File: config.mk
export PLATFORM = sky130hd
export DESIGN_NAME = booth_bcd_converter
export DESIGN_NICKNAME = d
export VERILOG_FILES = /design/src/rtl/booth_bcd_converter.sv
export SDC_FILE = /design/constraint.sdc
export NUM_CORES = 1
export LEC_CHECK = 0
export CAP_MARGIN = 10
export CORE_ASPECT_RATIO = 2
export CORE_UTILIZATION = 50
export DETAILED_ROUTE_END_ITERATION = 6
export HOLD_SLACK_MARGIN = 0.08
export PLACE_DENSITY_LB_ADDON = 0.3
export SYNTH_ARGS = -nofsm -noshare
export SYNTH_HDL_FRONTEND = slang
export SYNTH_SLANG_ARGS = --single-unit
export TNS_END_PERCENT = 1
File: constraint.sdc
create_clock -name clk -period 1.8 [get_ports clk]
set_input_delay 0.45 -clock clk [delete_from_list [all_inputs] [get_ports clk]]
set_output_delay 0.45 -clock clk [all_outputs]
set_load 0.01 [all_outputs]
File: src/rtl/booth_bcd_converter.sv
// Signed 8-bit to sign + 3-digit BCD converter (shift-and-add-3, one shift per cycle).
// Sits behind the Booth multiplier and feeds the display/readout stage.
module booth_bcd_converter (
  input  logic       clk,
  input  logic       reset,
  input  logic       start,
  input  logic [7:0] product,
  output logic       busy,
  output logic       done,
  output logic       sign,
  output logic [3:0] bcd_hundreds,
  output logic [3:0] bcd_tens,
  output logic [3:0] bcd_ones,
  output logic [3:0] count,
  output logic       o_dbg_state
);

  // Handshake: start is a request sampled only while busy=0; done is a one-cycle
  // strobe after which sign/digits are valid and hold until the next completion.

  typedef enum logic {
    S_IDLE  = 1'b0,
    S_SHIFT = 1'b1
  } state_t;

  state_t      r_state;
  state_t      w_next;
  logic [19:0] r_work;
  logic [19:0] w_adj;
  logic [19:0] w_shifted;
  logic [7:0]  w_mag;
  logic        w_last;
  logic [3:0]  r_count;
  logic        r_sign_cap;
  logic        r_sign;
  logic        r_done;
  logic [3:0]  r_hund;
  logic [3:0]  r_tens;
  logic [3:0]  r_ones;

  function automatic logic [3:0] add3(input logic [3:0] d);
    return (d >= 4'd5) ? (d + 4'd3) : d;
  endfunction

  // -128 maps to 8'h80 = 128 unsigned, so the magnitude never overflows.
  assign w_mag     = product[7] ? (~product + 8'd1) : product;
  assign w_adj     = {add3(r_work[19:16]), add3(r_work[15:12]), add3(r_work[11:8]), r_work[7:0]};
  assign w_shifted = w_adj << 1;
  assign w_last    = (r_count == 4'd7);

  always_ff @(posedge clk) begin
    if (reset) begin
      r_state <= S_IDLE;
    end else begin
      r_state <= w_next;
    end
  end

  always_comb begin
    w_next = r_state;
    case (r_state)
      S_IDLE:  if (start)  w_next = S_SHIFT;
      S_SHIFT: if (w_last) w_next = S_IDLE;
      default: w_next = S_IDLE;
    endcase
  end

  always_ff @(posedge clk) begin
    if (reset) begin
      r_work     <= 20'd0;
      r_count    <= 4'd0;
      r_sign_cap <= 1'b0;
      r_sign     <= 1'b0;
      r_done     <= 1'b0;
      r_hund     <= 4'd0;
      r_tens     <= 4'd0;
      r_ones     <= 4'd0;
    end else begin
      r_done <= 1'b0;
      case (r_state)
        S_IDLE: begin
          if (start) begin
            r_sign_cap <= product[7];
            r_work     <= {12'd0, w_mag};
            r_count    <= 4'd0;
          end
        end
        S_SHIFT: begin
          r_work <= w_shifted;
          // The eighth shift publishes straight from the combinational result.
          if (w_last) begin
            r_count <= 4'd0;
            r_hund  <= w_shifted[19:16];
            r_tens  <= w_shifted[15:12];
            r_ones  <= w_shifted[11:8];
            r_sign  <= r_sign_cap;
            r_done  <= 1'b1;
          end else begin
            r_count <= r_count + 4'd1;
          end
        end
        default: r_count <= 4'd0;
      endcase
    end
  end

  always_comb begin
    busy         = (r_state == S_SHIFT);
    done         = r_done;
    sign         = r_sign;
    bcd_hundreds = r_hund;
    bcd_tens     = r_tens;
    bcd_ones     = r_ones;
    count        = r_count;
    o_dbg_state  = r_state;
  end

endmodule

# [After elaboration in Yosys (flattened, before gate mapping)]
# Index checks and enable logic that the tools add are counted.
[classes] add_sub_neg=5 shift=0 muxes=13 n_reduce_logical=3 eq_ne=2 bitwise_logic=2 n_div=0 n_lt_le_gt_ge=3 n_mul=0
[op_table] cell="$pmux W20 S2" count=1
[op_table] cell="$mux W20" count=1
[op_table] cell="$mux W4" count=4
[op_table] cell="$ge A4 B3 Y1 const B" count=3
[op_table] cell="$add A4 B2 Y4 const B" count=2
[op_table] cell="$add A8 B1 Y8 const B" count=1
[op_table] cell="$mux W8" count=1
[op_table] cell="$not A8 Y8" count=1
[op_table] cell="$pmux W4 S2" count=1
[op_table] cell="$add A4 B1 Y4 const B" count=1
[op_table] cell="$eq A4 B3 Y1 const B" count=1
[op_table] cell="$reduce_and A2 Y1" count=2
[op_table] cell="$add A3 B2 Y3 const B" count=1
[op_table] cell="$mux W1" count=3
[op_table] cell="$mux W3" count=1
[op_table] cell="$ne A2 B2 Y1 const B" count=1
[op_table] cell="$pmux W1 S2" count=1
[op_table] cell="$reduce_or A2 Y1" count=1
[op_table] cell="$not A1 Y1" count=1
[totals] output_inout_bits=20 latchBits=0 in_bits=11 ram_bits=0 rom_bits=0 mem_count=0 reg_bits=40 elab_cells=37

# [Longest topological paths before layout]
# Gate-level depths: netlist of the first run.
[depth] word_depth=5 ltp_mapped=6

# [Least setup slack after synthesis of the first run]
# OpenSTA, ideal clock, no wires.
[synth_path] kind="input to register" start="input port product[1]" end="register r_work[5]" slack_ns=0.343 arrival_time_ns=1.327 t_required_ns=1.670 cell_stages=4 cell_sequence="or4_1 > o21ai_2 > xor2_1 > o22ai_1"
[synth_via] elab_chain_cells=5
[synth_rtl] element="from (decl)" line="7" source="input logic [7:0] product,"
[synth_rtl] element="$not A8 Y8" line="46" source="assign w_mag = product[7] ? (~product + 8'd1) : product;"
[synth_rtl] element="$add A8 B1 Y8" line="46"
[synth_rtl] element="$mux W8" line="46"
[synth_rtl] element="$mux W20" line="82" source="if (start) begin"
[synth_rtl] element="$pmux W20 S2" line="80" source="case (r_state)"
[synth_rtl] element="to (signal assigned)" line="84" source="r_work <= {12'd0, w_mag};"
[synth_rtl] element="to (signal assigned)" line="89" source="r_work <= w_shifted;"
[synth_rtl] element="to (decl)" line="28" source="logic [19:0] r_work;"
# No other way between the ends. The select of a mux whose other input is x is not followed.
# A chain may end at the register's enable or synchronous reset.

# [Worst setup path in the final report of the first run]
[layout_path] start="register r_state (netlist: busy)" end="output port o_dbg_state"
[layout_lines] element="from (decl)" line="26" source="state_t r_state;"
[layout_lines] element="from (signal assigned)" line="55" source="r_state <= w_next;"
[layout_lines] element="to (decl)" line="15" source="output logic o_dbg_state"
# No word-level cell between the ends.

==> results of run 1 <==
[cells by family (layout without fill, tap and decap cells)]
kind of cell / after synthesis / in the layout
flip-flops: 40 / 40
buffers and inverters: 22 / 73
AND/OR/NAND/NOR: 68 / 68
adder cells (fa/ha/maj): 8 / 8
XOR/XNOR: 8 / 8
multiplexers: 6 / 6
AO/OA/AOI/OAI: 63 / 63
[placed cells by master (no fill, tap or decap), types with 2 or more instances in the layout]
cell,n
sky130_fd_sc_hd__a211oi_1,2
sky130_fd_sc_hd__a21boi_0,2
sky130_fd_sc_hd__a21oi_1,21
sky130_fd_sc_hd__a22o_1,3
sky130_fd_sc_hd__a31oi_1,3
sky130_fd_sc_hd__buf_4,23
sky130_fd_sc_hd__clkbuf_8,5
sky130_fd_sc_hd__clkdlybuf4s50_1,30
sky130_fd_sc_hd__dfxtp_1,39
sky130_fd_sc_hd__ha_1,8
sky130_fd_sc_hd__inv_1,12
sky130_fd_sc_hd__mux2_2,3
sky130_fd_sc_hd__mux2i_1,3
sky130_fd_sc_hd__nand2_1,14
sky130_fd_sc_hd__nand2b_1,6
sky130_fd_sc_hd__nand3_1,14
sky130_fd_sc_hd__nor2_1,11
sky130_fd_sc_hd__nor3_1,6
sky130_fd_sc_hd__nor3b_1,9
sky130_fd_sc_hd__o21ai_0,22
sky130_fd_sc_hd__o22ai_1,2
sky130_fd_sc_hd__xnor2_1,6
sky130_fd_sc_hd__xor2_1,2
[layer usage]
layer / wire, um / part of all wire [%] / vias to the layer above / GRT usage, %
li1: - / - / 860 / -
met1: 1500 / 36 / 769 / 20.5
met2: 2440 / 59 / 36 / 45.8
met3: 96 / 2.3 / 9 / 3.71
met4: 105 / 2.5 / 0 / 11.8
met5: 0 / 0 / - / 0
[where the power goes]
group	total, mW	switching [mW]	internal, mW
logic	0.190	0.0928	0.0973
registers	0.917	0.0148	0.903
clock network	0.714	0.303	0.411
total	1.82	0.411	1.41
[worst paths after layout]
check,start,endpoint,cells after the start
worst max-delay path,busy,o_dbg_state,1
worst min-delay path,bcd_hundreds[3],bcd_hundreds[3],2
worst min register to register,bcd_hundreds[3],bcd_hundreds[3],2
worst max register to register,r_work[12],bcd_tens[2],6
[registers in the layout, summed over array words and instances (netlist names), 4 cells and up]
register / count
bcd_ones: 4
bcd_tens: 4
count: 4
bcd_hundreds: 4
r_work: 20
[final cells by class]
| type | count | area (um2) | area share, % |
|---|---|---|---|
| inverters | 12 | 45.0 | 1.84 |
| flip-flops and latches | 40 | 802 | 32.8 |
| repair buffers | 53 | 473 | 19.3 |
| clock buffers | 6 | 72.6 | 2.97 |
| well taps | 48 | 60.1 | 2.45 |
| multi-input cells | 153 | 960 | 39.2 |
| clock inverters | 2 | 35.0 | 1.43 |
[repair_timing]
action / CTS / global route
resized for setup: 1 / 1
hold buffers: 0 / 0
endpoints found under the setup margin: 2 / 2
[per-stage QoR]
stage               cell area (um2)  setup slack [ns]  utilization (%)
floorplan                      1850             0.343                -
global placement               2330            -0.128             67.6
detailed placement             2330            -0.192             67.6
CTS                            2440            0.0441             70.8
global route                   2450           0.00905             70.9
finish                         2450            0.0555             70.9
==> results.sh, run 1 <==
export IMPL_status="finished clean"
export IMPL_final_cell_count_no_fill=314
export IMPL_detail_route_vias_per_cell=5.33
export IMPL_area_growth_from_synthesis_to_final_layout_pct=32.5
export IMPL_worst_path_dominant_cell_family="buffers and inverters"
export IMPL_postSynthNetCount=234
export IMPL_cts_buffers_inserted=5
export IMPL_asyncSetResetFlopFracSynth_pct=0
export IMPL_floorplan_initialDensity_pct=53.5
export IMPL_first_global_vias=1581
export IMPL_post_synth_inst_count=215
export IMPL_worst_path_largest_cell_delay_ns=0.57
export IMPL_n_fill_cell=309
export IMPL_vdd_drop_max_uv=639
export IMPL_rsz0062_at_grt="false"
export IMPL_top_level_ports=31
export IMPL_detailed_route_wl_mm=4.15
export IMPL_synthSimpleGateAreaFrac_pct=19.3
export IMPL_yosys_area_share_adder_pct=5.42
export IMPL_fin_nets=284
export IMPL_synth_mux_area_share_pct=3.46
export IMPL_ys_top_cells_by_count="sky130_fd_sc_hd__dfxtp_1, sky130_fd_sc_hd__a21oi_1, sky130_fd_sc_hd__o21ai_0"
export IMPL_ys_seq_elements=40
export IMPL_post_dp_hpwl_mm=3.19
export IMPL_cts_tree="built"
export IMPL_antenna_violations_before_repair=0
export IMPL_power_per_cell_area_nw_per_um2=745
export IMPL_xor_and_xnor_fraction_of_the_mapped_netlist_area_pct=3.79
export IMPL_die_h_um=88.0
export IMPL_post_route_cells_drive_above_1_share_pct=13.9
export IMPL_ys_dominant_reg_cell="sky130_fd_sc_hd__dfxtp_1"
export IMPL_min_delay_worst_type="reg2reg"
export IMPL_route_vias_total=1674
export IMPL_report_final_setup_viol=0
export IMPL_cts_setup_buffers=0
export IMPL_htree_num_levels=2
export IMPL_ctsRootBufferMaster="sky130_fd_sc_hd__clkbuf_8"
export IMPL_report_final_hold_viol_count=0
export IMPL_kind_of_critical_path="reg2out"
export IMPL_tritoncts_num_sinks=40
export IMPL_synth_sequential_area_ratio_pct=43.4
export IMPL_synth_cell_types=39
export IMPL_placementRows=30
export IMPL_source_to_sink_clock_delay_at_the_later_pin_of_the_worst_skew_pair_ns=0.29
export IMPL_finalMaxSlewViolations=0
export IMPL_grt_remaining_overflow=0
export IMPL_drc_errors=0
export IMPL_die_width_um=45.0
export IMPL_route_antenna_remaining_nets=0
export IMPL_post_synth_top_area_fraction_pct=43.4
export IMPL_post_place_cells=306
export IMPL_yosys_warnings=0
export IMPL_critical_path_slowest_stage_cell="sky130_fd_sc_hd__clkdlybuf4s50_1"
export IMPL_reg2reg_setup_slack_ns=0.18
export IMPL_cap_violations=0
export IMPL_compound_cell_area_share_of_the_yosys_netlist_pct=19.8
export IMPL_timing_critical_path_fanout_max=9
export IMPL_crit_path_start_kind="flip-flop"
export IMPL_ys_top_cells_by_area="sky130_fd_sc_hd__dfxtp_1, sky130_fd_sc_hd__a21oi_1, sky130_fd_sc_hd__o21ai_0"
export IMPL_critical_path_endpoint_type="primary output"
export IMPL_finalPower_mw=1.82
export IMPL_clkTransAtPathRegs_ns=0.08
export IMPL_global_route_wire_length_before_repair_mm=6.66
export IMPL_critPathRequiredTime_ns=1.35
export IMPL_period_needed_ns=1.74
export IMPL_syn_area_um2=1850
export IMPL_global_route_usage_total_pct=23.1
export IMPL_globalplace_congestion=0.804
export IMPL_critical_path_n_buffers_inverters=1
export IMPL_crit_path_cell_trace="clkdlybuf4s50_1"
export IMPL_transition_time_at_the_pin_with_the_least_slew_margin_ns=0.445
export IMPL_min_period_over_period_pct=96.9
export IMPL_critical_path_arrival_ns=1.29
export IMPL_synth_top_family_by_area="compound AO/OA/AOI/OAI gates"
export IMPL_port_buffer_count=30
export IMPL_detail_route_wl_per_cell_um=13.2
export IMPL_n_antenna_cell=0
export IMPL_design_core_area_um2=3450
export IMPL_area_of_the_die_um2=3960
export IMPL_max_slew_margin_pct=70.3
export IMPL_worst_hold_margin_ns=0.446
export IMPL_clock_path_buffers=2
export IMPL_number_of_enable_flip_flop_cells_after_synthesis=0
export IMPL_synthesis_area_per_instance_um2=8.59
export IMPL_leakage_nw=0.907
export IMPL_synth_most_common_cell="sky130_fd_sc_hd__dfxtp_1"
export IMPL_firstDrtPassIters=5
export IMPL_grt_start_max_net_pins=15
export IMPL_netlist_top_cell_by_area="sky130_fd_sc_hd__dfxtp_1"
export IMPL_number_of_design_rule_violations_left_by_the_first_detailed_router_iteration=40
export IMPL_final_layout_setup_total_negative_slack_ns=0
export IMPL_skew_ns=0.00458
export IMPL_fmax_mhz=573
(Power assumes the default switching activity.)
==> inputs of run 2 (changes only) <==
- TNS_END_PERCENT: 1 -> not set
==> results of run 2 <==
No change in the layout: final DEF, timing and power equal those of run 1.
==> inputs of run 3 (changes only) <==
- CTS_CLUSTER_SIZE: not set -> 12
==> results of run 3 <==
No change in the layout: final DEF, timing and power equal those of run 1.
